[config.mk]
export PLATFORM = sky130hd
export DESIGN_NAME = mem_arbiter_flat
export DESIGN_NICKNAME = d
export VERILOG_FILES = /design/src/rtl/mem_pkg.sv /design/src/rtl/mem_arbiter_if.sv /design/src/rtl/mem_req_latch.sv /design/src/rtl/mem_arbiter.sv /design/src/flat_wrapper.sv
export SDC_FILE = /design/constraint.sdc
export NUM_CORES = 1
export LEC_CHECK = 0
export CELL_PAD_IN_SITES_DETAIL_PLACEMENT = 0
export CELL_PAD_IN_SITES_GLOBAL_PLACEMENT = 1
export CORE_ASPECT_RATIO = 0.5
export CORE_MARGIN = 2
export CORE_UTILIZATION = 35
export DETAILED_ROUTE_END_ITERATION = 16
export PLACE_DENSITY_LB_ADDON = 0.08
export SLEW_MARGIN = 20
export SYNTH_ARGS = -nofsm -noshare
export SYNTH_HDL_FRONTEND = slang
export SYNTH_SLANG_ARGS = --single-unit
[constraint.sdc]
create_clock -name clock -period 3.5 [get_ports clock]
set_input_delay 1.05 -clock clock [delete_from_list [all_inputs] [get_ports clock]]
set_output_delay 1.05 -clock clock [all_outputs]
set_load 0.01 [all_outputs]
[src/rtl/mem_pkg.sv]
// Shared types and constants for the Z80 / video RAM arbiter.
package mem_pkg;

  localparam int unsigned STARVE_W   = 4;
  localparam logic [1:0]  ROM_REGION = 2'b00;

  typedef enum logic [2:0] {
    IDLE,
    VACC,
    VACK,
    CACC,
    CACK
  } arb_state_t;

  typedef struct packed {
    logic        wr;
    logic [13:0] a;
    logic [7:0]  d;
  } cpu_req_t;

  function automatic logic is_rom(input logic [15:0] addr);
    return addr[15:14] == ROM_REGION;
  endfunction

endpackage

[src/rtl/mem_arbiter_if.sv]
// CPU, video and memory-macro signals of the RAM/ROM arbiter.
interface mem_arbiter_if;

  logic        cpuStb;
  logic        cpuWr;
  logic [15:0] cpuA;
  logic [7:0]  cpuDi;
  logic [7:0]  cpuDo;
  logic        cpuAck;
  logic        cpuWait;
  logic        vidStb;
  logic [12:0] vmmAddr;
  logic [7:0]  vmmData;
  logic        vidAck;
  logic [13:0] romA;
  logic [7:0]  romDo;
  logic [13:0] ramA;
  logic        ramWr;
  logic [7:0]  ramDi;
  logic [7:0]  ramDo;
  logic        protoErr;

  modport slave (
    input  cpuStb, cpuWr, cpuA, cpuDi, vidStb, vmmAddr, romDo, ramDo,
    output cpuDo, cpuAck, cpuWait, vmmData, vidAck, romA, ramA, ramWr, ramDi, protoErr
  );

  modport master (
    output cpuStb, cpuWr, cpuA, cpuDi, vidStb, vmmAddr, romDo, ramDo,
    input  cpuDo, cpuAck, cpuWait, vmmData, vidAck, romA, ramA, ramWr, ramDi, protoErr
  );

endinterface

[src/rtl/mem_req_latch.sv]
// Per-requester pending register: captures a strobed request, flags strobes that
// arrive while the requester is still outstanding (sticky err).
module mem_req_latch #(
  parameter int unsigned W = 8
) (
  input  logic         clock,
  input  logic         reset,
  input  logic         stb,
  input  logic         take,
  input  logic         busy,
  input  logic         clr,
  input  logic [W-1:0] din,
  output logic         pend,
  output logic [W-1:0] dout,
  output logic         err
);

  logic accept;

  // busy covers in-flight work that does not live in this register (ROM reads)
  assign accept = stb && !pend && !busy;

  always_ff @(posedge clock or posedge reset) begin
    if (reset) begin
      pend <= 1'b0;
      dout <= '0;
      err  <= 1'b0;
    end else begin
      if (clr) pend <= 1'b0;
      if (accept && take) begin
        pend <= 1'b1;
        dout <= din;
      end
      if (stb && !accept) err <= 1'b1;
    end
  end

endmodule

[src/rtl/mem_arbiter.sv]
// Shares the 16K single-port RAM between CPU and video; ROM reads bypass arbitration.
// MEM_ARB_CONTENTION_EN: video priority with MAXWAIT starvation limit; else fixed CPU priority.
module mem_arbiter
  import mem_pkg::*;
#(
  parameter int unsigned MAXWAIT = 4
) (
  input logic          clock,
  input logic          reset,
  mem_arbiter_if.slave bus
);

  if (MAXWAIT < 1 || MAXWAIT > 15) begin : g_maxwait_range
    $error("mem_arbiter: MAXWAIT must be in 1..15");
  end

  cpu_req_t    cpu_in;
  cpu_req_t    cpu_q;
  logic        cpu_pend, cpu_err, cpu_clr;
  logic [12:0] vid_q;
  logic        vid_pend, vid_err, vid_clr;
  logic        rom_go, rom_busy, rom_ack, ram_rd_ack, cpu_ack, vid_ack, vid_win, ram_wr;
  logic [13:0] rom_a, ram_a;
  logic [7:0]  ram_di, cpu_do, cpu_do_q, vmm_q;
  arb_state_t  state;

  assign cpu_in  = '{wr: bus.cpuWr, a: bus.cpuA[13:0], d: bus.cpuDi};
  assign rom_go  = bus.cpuStb && !cpu_pend && !rom_busy && is_rom(bus.cpuA);
  assign cpu_clr = (state == CACC);
  assign vid_clr = (state == VACC);

  mem_req_latch #(.W($bits(cpu_req_t))) u_cpu_req (
    .clock (clock),
    .reset (reset),
    .stb   (bus.cpuStb),
    .take  (!is_rom(bus.cpuA)),
    .busy  (rom_busy),
    .clr   (cpu_clr),
    .din   (cpu_in),
    .pend  (cpu_pend),
    .dout  (cpu_q),
    .err   (cpu_err)
  );

  mem_req_latch #(.W(13)) u_vid_req (
    .clock (clock),
    .reset (reset),
    .stb   (bus.vidStb),
    .take  (1'b1),
    .busy  (1'b0),
    .clr   (vid_clr),
    .din   (bus.vmmAddr),
    .pend  (vid_pend),
    .dout  (vid_q),
    .err   (vid_err)
  );

`ifdef MEM_ARB_CONTENTION_EN
  localparam logic [STARVE_W-1:0] MAXW = STARVE_W'(MAXWAIT);
  logic [STARVE_W-1:0] starve;
  assign vid_win     = vid_pend && (!cpu_pend || starve < MAXW);
  assign bus.cpuWait = cpu_pend;
`else
  logic cpu_wait_q;
  assign vid_win     = vid_pend && !cpu_pend;
  assign bus.cpuWait = cpu_wait_q;
`endif

  // Memory data arrives in the ack cycle, so read data is steered straight through
  // while the ack is high and held in a register afterwards.
  assign cpu_do = rom_ack ? bus.romDo : (ram_rd_ack ? bus.ramDo : cpu_do_q);

  always_ff @(posedge clock or posedge reset) begin
    if (reset) begin
      state      <= IDLE;
      rom_a      <= '0;
      rom_busy   <= 1'b0;
      rom_ack    <= 1'b0;
      ram_a      <= '0;
      ram_wr     <= 1'b0;
      ram_di     <= '0;
      ram_rd_ack <= 1'b0;
      cpu_ack    <= 1'b0;
      vid_ack    <= 1'b0;
      cpu_do_q   <= '0;
      vmm_q      <= '0;
`ifdef MEM_ARB_CONTENTION_EN
      starve     <= '0;
`else
      cpu_wait_q <= 1'b0;
`endif
    end else begin
      rom_busy   <= rom_go;
      rom_ack    <= rom_busy;
      cpu_ack    <= rom_busy;
      ram_rd_ack <= 1'b0;
      vid_ack    <= 1'b0;
      if (rom_go) rom_a <= bus.cpuA[13:0];
      if (rom_ack || ram_rd_ack) cpu_do_q <= cpu_do;
      if (vid_ack) vmm_q <= bus.ramDo;

      case (state)
        IDLE: begin
          if (vid_win) begin
            state  <= VACC;
            ram_a  <= {1'b0, vid_q};
            ram_wr <= 1'b0;
          end else if (cpu_pend) begin
            state  <= CACC;
            ram_a  <= cpu_q.a;
            ram_wr <= cpu_q.wr;
            ram_di <= cpu_q.d;
`ifndef MEM_ARB_CONTENTION_EN
            cpu_wait_q <= 1'b1;
`endif
          end
        end
        VACC: begin
          vid_ack <= 1'b1;
          state   <= VACK;
        end
        VACK: begin
`ifdef MEM_ARB_CONTENTION_EN
          if (cpu_pend && starve != '1) starve <= starve + 1'b1;
`endif
          state <= IDLE;
        end
        CACC: begin
          ram_wr     <= 1'b0;
          cpu_ack    <= 1'b1;
          ram_rd_ack <= !ram_wr;
          state      <= CACK;
        end
        CACK: begin
`ifdef MEM_ARB_CONTENTION_EN
          starve <= '0;
`else
          cpu_wait_q <= 1'b0;
`endif
          state <= IDLE;
        end
        default: state <= IDLE;
      endcase
    end
  end

  assign bus.cpuDo    = cpu_do;
  assign bus.cpuAck   = cpu_ack;
  assign bus.vmmData  = vid_ack ? bus.ramDo : vmm_q;
  assign bus.vidAck   = vid_ack;
  assign bus.romA     = rom_a;
  assign bus.ramA     = ram_a;
  assign bus.ramWr    = ram_wr;
  assign bus.ramDi    = ram_di;
  assign bus.protoErr = cpu_err | vid_err;

endmodule

[src/flat_wrapper.sv]
// flat-port wrapper written by rule: the top's interface ports become plain ports
module mem_arbiter_flat import mem_pkg::*;
#(
  parameter int unsigned MAXWAIT = 4
)
  (clock, reset, bus_cpuStb, bus_cpuWr, bus_cpuA, bus_cpuDi, bus_vidStb, bus_vmmAddr, bus_romDo, bus_ramDo, bus_cpuDo, bus_cpuAck, bus_cpuWait, bus_vmmData, bus_vidAck, bus_romA, bus_ramA, bus_ramWr, bus_ramDi, bus_protoErr);
  mem_arbiter_if bus_i ();
  input logic clock;
  input logic reset;
  input wire logic [$bits(bus_i.cpuStb)-1:0] bus_cpuStb;
  input wire logic [$bits(bus_i.cpuWr)-1:0] bus_cpuWr;
  input wire logic [$bits(bus_i.cpuA)-1:0] bus_cpuA;
  input wire logic [$bits(bus_i.cpuDi)-1:0] bus_cpuDi;
  input wire logic [$bits(bus_i.vidStb)-1:0] bus_vidStb;
  input wire logic [$bits(bus_i.vmmAddr)-1:0] bus_vmmAddr;
  input wire logic [$bits(bus_i.romDo)-1:0] bus_romDo;
  input wire logic [$bits(bus_i.ramDo)-1:0] bus_ramDo;
  output wire logic [$bits(bus_i.cpuDo)-1:0] bus_cpuDo;
  output wire logic [$bits(bus_i.cpuAck)-1:0] bus_cpuAck;
  output wire logic [$bits(bus_i.cpuWait)-1:0] bus_cpuWait;
  output wire logic [$bits(bus_i.vmmData)-1:0] bus_vmmData;
  output wire logic [$bits(bus_i.vidAck)-1:0] bus_vidAck;
  output wire logic [$bits(bus_i.romA)-1:0] bus_romA;
  output wire logic [$bits(bus_i.ramA)-1:0] bus_ramA;
  output wire logic [$bits(bus_i.ramWr)-1:0] bus_ramWr;
  output wire logic [$bits(bus_i.ramDi)-1:0] bus_ramDi;
  output wire logic [$bits(bus_i.protoErr)-1:0] bus_protoErr;
  assign bus_i.cpuStb = bus_cpuStb;
  assign bus_i.cpuWr = bus_cpuWr;
  assign bus_i.cpuA = bus_cpuA;
  assign bus_i.cpuDi = bus_cpuDi;
  assign bus_i.vidStb = bus_vidStb;
  assign bus_i.vmmAddr = bus_vmmAddr;
  assign bus_i.romDo = bus_romDo;
  assign bus_i.ramDo = bus_ramDo;
  assign bus_cpuDo = bus_i.cpuDo;
  assign bus_cpuAck = bus_i.cpuAck;
  assign bus_cpuWait = bus_i.cpuWait;
  assign bus_vmmData = bus_i.vmmData;
  assign bus_vidAck = bus_i.vidAck;
  assign bus_romA = bus_i.romA;
  assign bus_ramA = bus_i.ramA;
  assign bus_ramWr = bus_i.ramWr;
  assign bus_ramDi = bus_i.ramDi;
  assign bus_protoErr = bus_i.protoErr;
  mem_arbiter #(.MAXWAIT(MAXWAIT)) u_core (.clock(clock), .reset(reset), .bus(bus_i));
endmodule
==> summary.md <==
| Metric | Value |
|---|---|
| Outcome | `complete, no violations` |
| Worst relative slew slack | `0.5217` |
| Flops & latches, synth | `slightly above 100` |
| CP Max Fanout | `2` |
| Clk_skew | `between 0.006 and 0.007 ns` |
| Type of the worst min-delay path | `register to register` |
| Die area | `roughly 13000 sq um` |
| F_max | `292.1 MHz` |
| Clock transition at path regs | `0.06 ns` |
| Ant diodes | `0` |
| Power after layout | `5.264 mW` |
| Largest family of logic cells by synthesized area | `multiplexers` |
| Wirelength per Cell | `16.06 microns` |
| DRC violation count after routing | `0` |
| Sequential share of the synthesized area | `0.6273` |
| DIE HEIGHT | `80.24 microns` |
| Hold-critical path depth | `1` |
| CTS sink cnt | `between 100 and 150` |
| Most common cell after layout, fill and taps aside | `clkdlybuf4s50_1` |
| Syn Nets | `between 300 and 400` |
| Grt total ovfl | `0` |
| Initial DRT Pass Iterations | `4` |
| Synth Area in Compound Gates | `0.03014` |
| Mapped Area | `4069 sq um` |
| Clk_lat worst skew | `0.34 ns` |
| Leakage | `2.413 nW` |
| Fin. max-slew vios | `0` |
| Port Buffers | `roughly 110` |
| Routed WL | `8689 microns` |
| Post-Synth Adder-Cell Area | `0` |
| Psw | `1.535 mW` |
| TritonCTS clock tree | `yes` |
| CTS Hold Buffers Added | `0` |
| Antenna violation net count after detailed routing | `0` |
| Largest net degree at the start of global routing | `51` |
| Io pins | `115` |
| Initial antenna violation count | `0` |
| Total Nets Final | `450` |
| Via count | `2526` |
| CTS Buf Count | `9` |
| Pint | `approximately 3.7 mW` |
| DIE WIDTH | `156.5 microns` |
| Post-Synth XOR/XNOR Area | `0` |
| Reg power frac | `0.395` |
| Arr. time, crit path | `2.37 ns` |
| Post-CTS setup buffer count | `0` |
| Vias in the first global route | `2752` |
| Post-Synthesis Cells | `271` |
| Least-Margin Pin Slew | `0.7160 ns` |
| Row count | `27` |
| CP startpoint kind | `input pin` |
| Final instance area | `5715 sq um` |
| DP Area | `5423 sq um` |
| Combinational power share | `0.419` |
| First-pass GRT wire length | `14270 microns` |
| Distinct cells, synth | `22` |
| Core area | `11150 sq um` |
| P&R area growth vs syn | `40.47%` |
| Minimum clock period | `~3.4 ns` |
| Gr usage total | `0.1494` |
| Synth warn | `0` |
| Layout cell share with drive strength beyond 1 | `0.3056` |
| MaxCap Viol Count | `0` |
| VDD IR max | `about 0.36 mV` |
| Vias/cell | `4.669` |
| Starting DRT DRC Count | `130` |
| RSZ-0062 raised after global routing | `false` |
| Clock network fraction of total power | `0.187` |
| Clock root cell | `clkbuf_16` |
| Worst R2R Path Depth | `4` |
| Post-DP HPWL | `6157 microns` |
| Worst Path Required | `2.45 ns` |
| Power Density | `921.0 nW/um^2` |
| Fin Setup TNS | `0 ns` |
| Final period util | `0.9782` |
| Final setup fails | `0` |
| Starting Density | `0.3650` |
| Critical Path Sink Type | `primary output` |
| Final Hold Fails | `0` |
| Post-synthesis mux area share | `0.2851` |
| Sw Share | `0.2915` |
| Mapped Avg Cell Area | `15.01 sq um` |
| Commonest cells after routing, fill and taps aside | `clkdlybuf4s50_1, dfrtp_1, mux2_2` |
| Post-synthesis simple-gate area fraction | `0.03844` |
| Placer Congestion | `between 0.7 and 0.8` |
| Crit path kind | `input pin to primary output` |
| H-tree levels | `3` |
| CTS Buffer Depth | `2` |
-- layer usage --
layer | routed length, microns | share of wire | GRT usage
met3 | 534 | 0.061 | 0.05720
met2 | 4048 | 0.47 | 0.2502
met1 | 4047 | 0.47 | 0.1841
met4 | 59 | 0.0068 | 0.03578
met5 | 0 | 0 | 0
-- what timing repair did --
item / 4_1_cts / 5_1_grt
setup endpoints to repair: 0 / 2
resized for setup: 0 / 2
hold endpoints to repair: 0 / 0
-- power by group through the flow --
stage	Combinational [mW]	Sequential (mW)	Clock (mW)
global route	2.38	2.16	1.07
global placement	2.21	2.08	0
finish	2.20	2.08	0.983
detailed placement	2.24	2.11	0
CTS	2.25	2.09	1.02
floorplan	1.17	2.10	0
-- flip-flops by register name, summed over array words and instances (netlist names) --
register	count
u_core.bus.vidAck	1
u_core.u_vid_req.pend	1
u_core.u_vid_req.dout	13
u_core.bus.ramA	14
u_core.vmm_q	8
u_core.u_cpu_req.err	1
u_core.bus.cpuWait	1
u_core.u_vid_req.err	1
u_core.ram_rd_ack	1
u_core.bus.cpuAck	1
u_core.state	3
u_core.bus.ramWr	1
u_core.rom_ack	1
u_core.rom_busy	1
u_core.cpu_do_q	8
u_core.bus.romA	14
u_core.u_cpu_req.pend	1
u_core.u_cpu_req.dout	23
u_core.bus.ramDi	8
-- kinds of logic (layout without fill, tap and decap cells) --
kind of cell | Yosys count | in the layout
DFF | 102 | 102
muxes | 101 | 101
and+or+nand+nor | 28 | 28
AOI/OAI and AO/OA | 23 | 23
buffers and inverters | 17 | 142
-- through the flow --
| step | utilization | hold WS (ns) | cells | setup slack (ns) |
|---|---|---|---|---|
| 2_1_floorplan | - | 0.3763 | 271 | 1.045 |
| 3_3_place_gp | 0.4864 | 0.4088 | 526 | 0.1177 |
| 3_5_place_dp | 0.4864 | 0.4217 | 526 | 0.05999 |
| 4_1_cts | 0.5125 | 0.4367 | 541 | 0.06054 |
| 5_1_grt | 0.5127 | 0.4733 | 541 | 0.007294 |
| 6_report | 0.5127 | 0.4488 | 541 | 0.07623 |
-- worst paths after layout --
check	start	endpoint	slack, ns
max	bus_ramDo[1]	bus_cpuDo[1]	0.08
min	u_core.u_vid_req.err	u_core.u_vid_req.err	0.45
max reg2reg	u_core.u_cpu_req.pend	u_core.bus.romA[5]	1.61
min reg2reg	u_core.u_vid_req.err	u_core.u_vid_req.err	0.45
max in group asynchronous	reset	u_core.bus.ramA[13]	1.59
min in group asynchronous	reset	u_core.vmm_q[1]	1.18
-- worst max-delay path, cell delays in order --
cell and delay (ns):
clkdlybuf4s50_1 0.48, mux2i_1 0.09, o21ai_0 0.18, clkdlybuf4s50_1 0.57
-- cells in the mapped netlist --
cell type | count | area [sq um]
or2_2 | 1 | 6.260
nand2_1 | 11 | 41.29
nor4b_2 | 1 | 15.01
clkbuf_1 | 6 | 22.52
a21oi_1 | 2 | 10.01
nor2b_1 | 2 | 12.51
or3b_1 | 1 | 8.760
buf_6 | 1 | 11.26
mux2i_1 | 9 | 90.09
nand3b_1 | 1 | 7.510
a21o_1 | 3 | 22.52
buf_2 | 5 | 25.02
mux2_2 | 83 | 934.7
or3_1 | 1 | 6.260
nor2_1 | 5 | 18.77
dfrtp_1 | 102 | 2552
mux2_4 | 9 | 135.1
nand2b_1 | 3 | 18.77
nor4_2 | 1 | 12.51
inv_1 | 5 | 18.77
o21ai_0 | 18 | 90.09
or3b_2 | 1 | 8.760
-- layout make-up --
type,count,area [sq um]
inverters,5,22.52
fillers,969,5433
flip-flops and latches,102,2552
clock inverters,4,47.55
multi-input cells,152,1453
well taps,145,181.4
repair buffers,122,1216
clock buffers,11,242.7
Note: power is estimated with default switching activity, not from simulation.
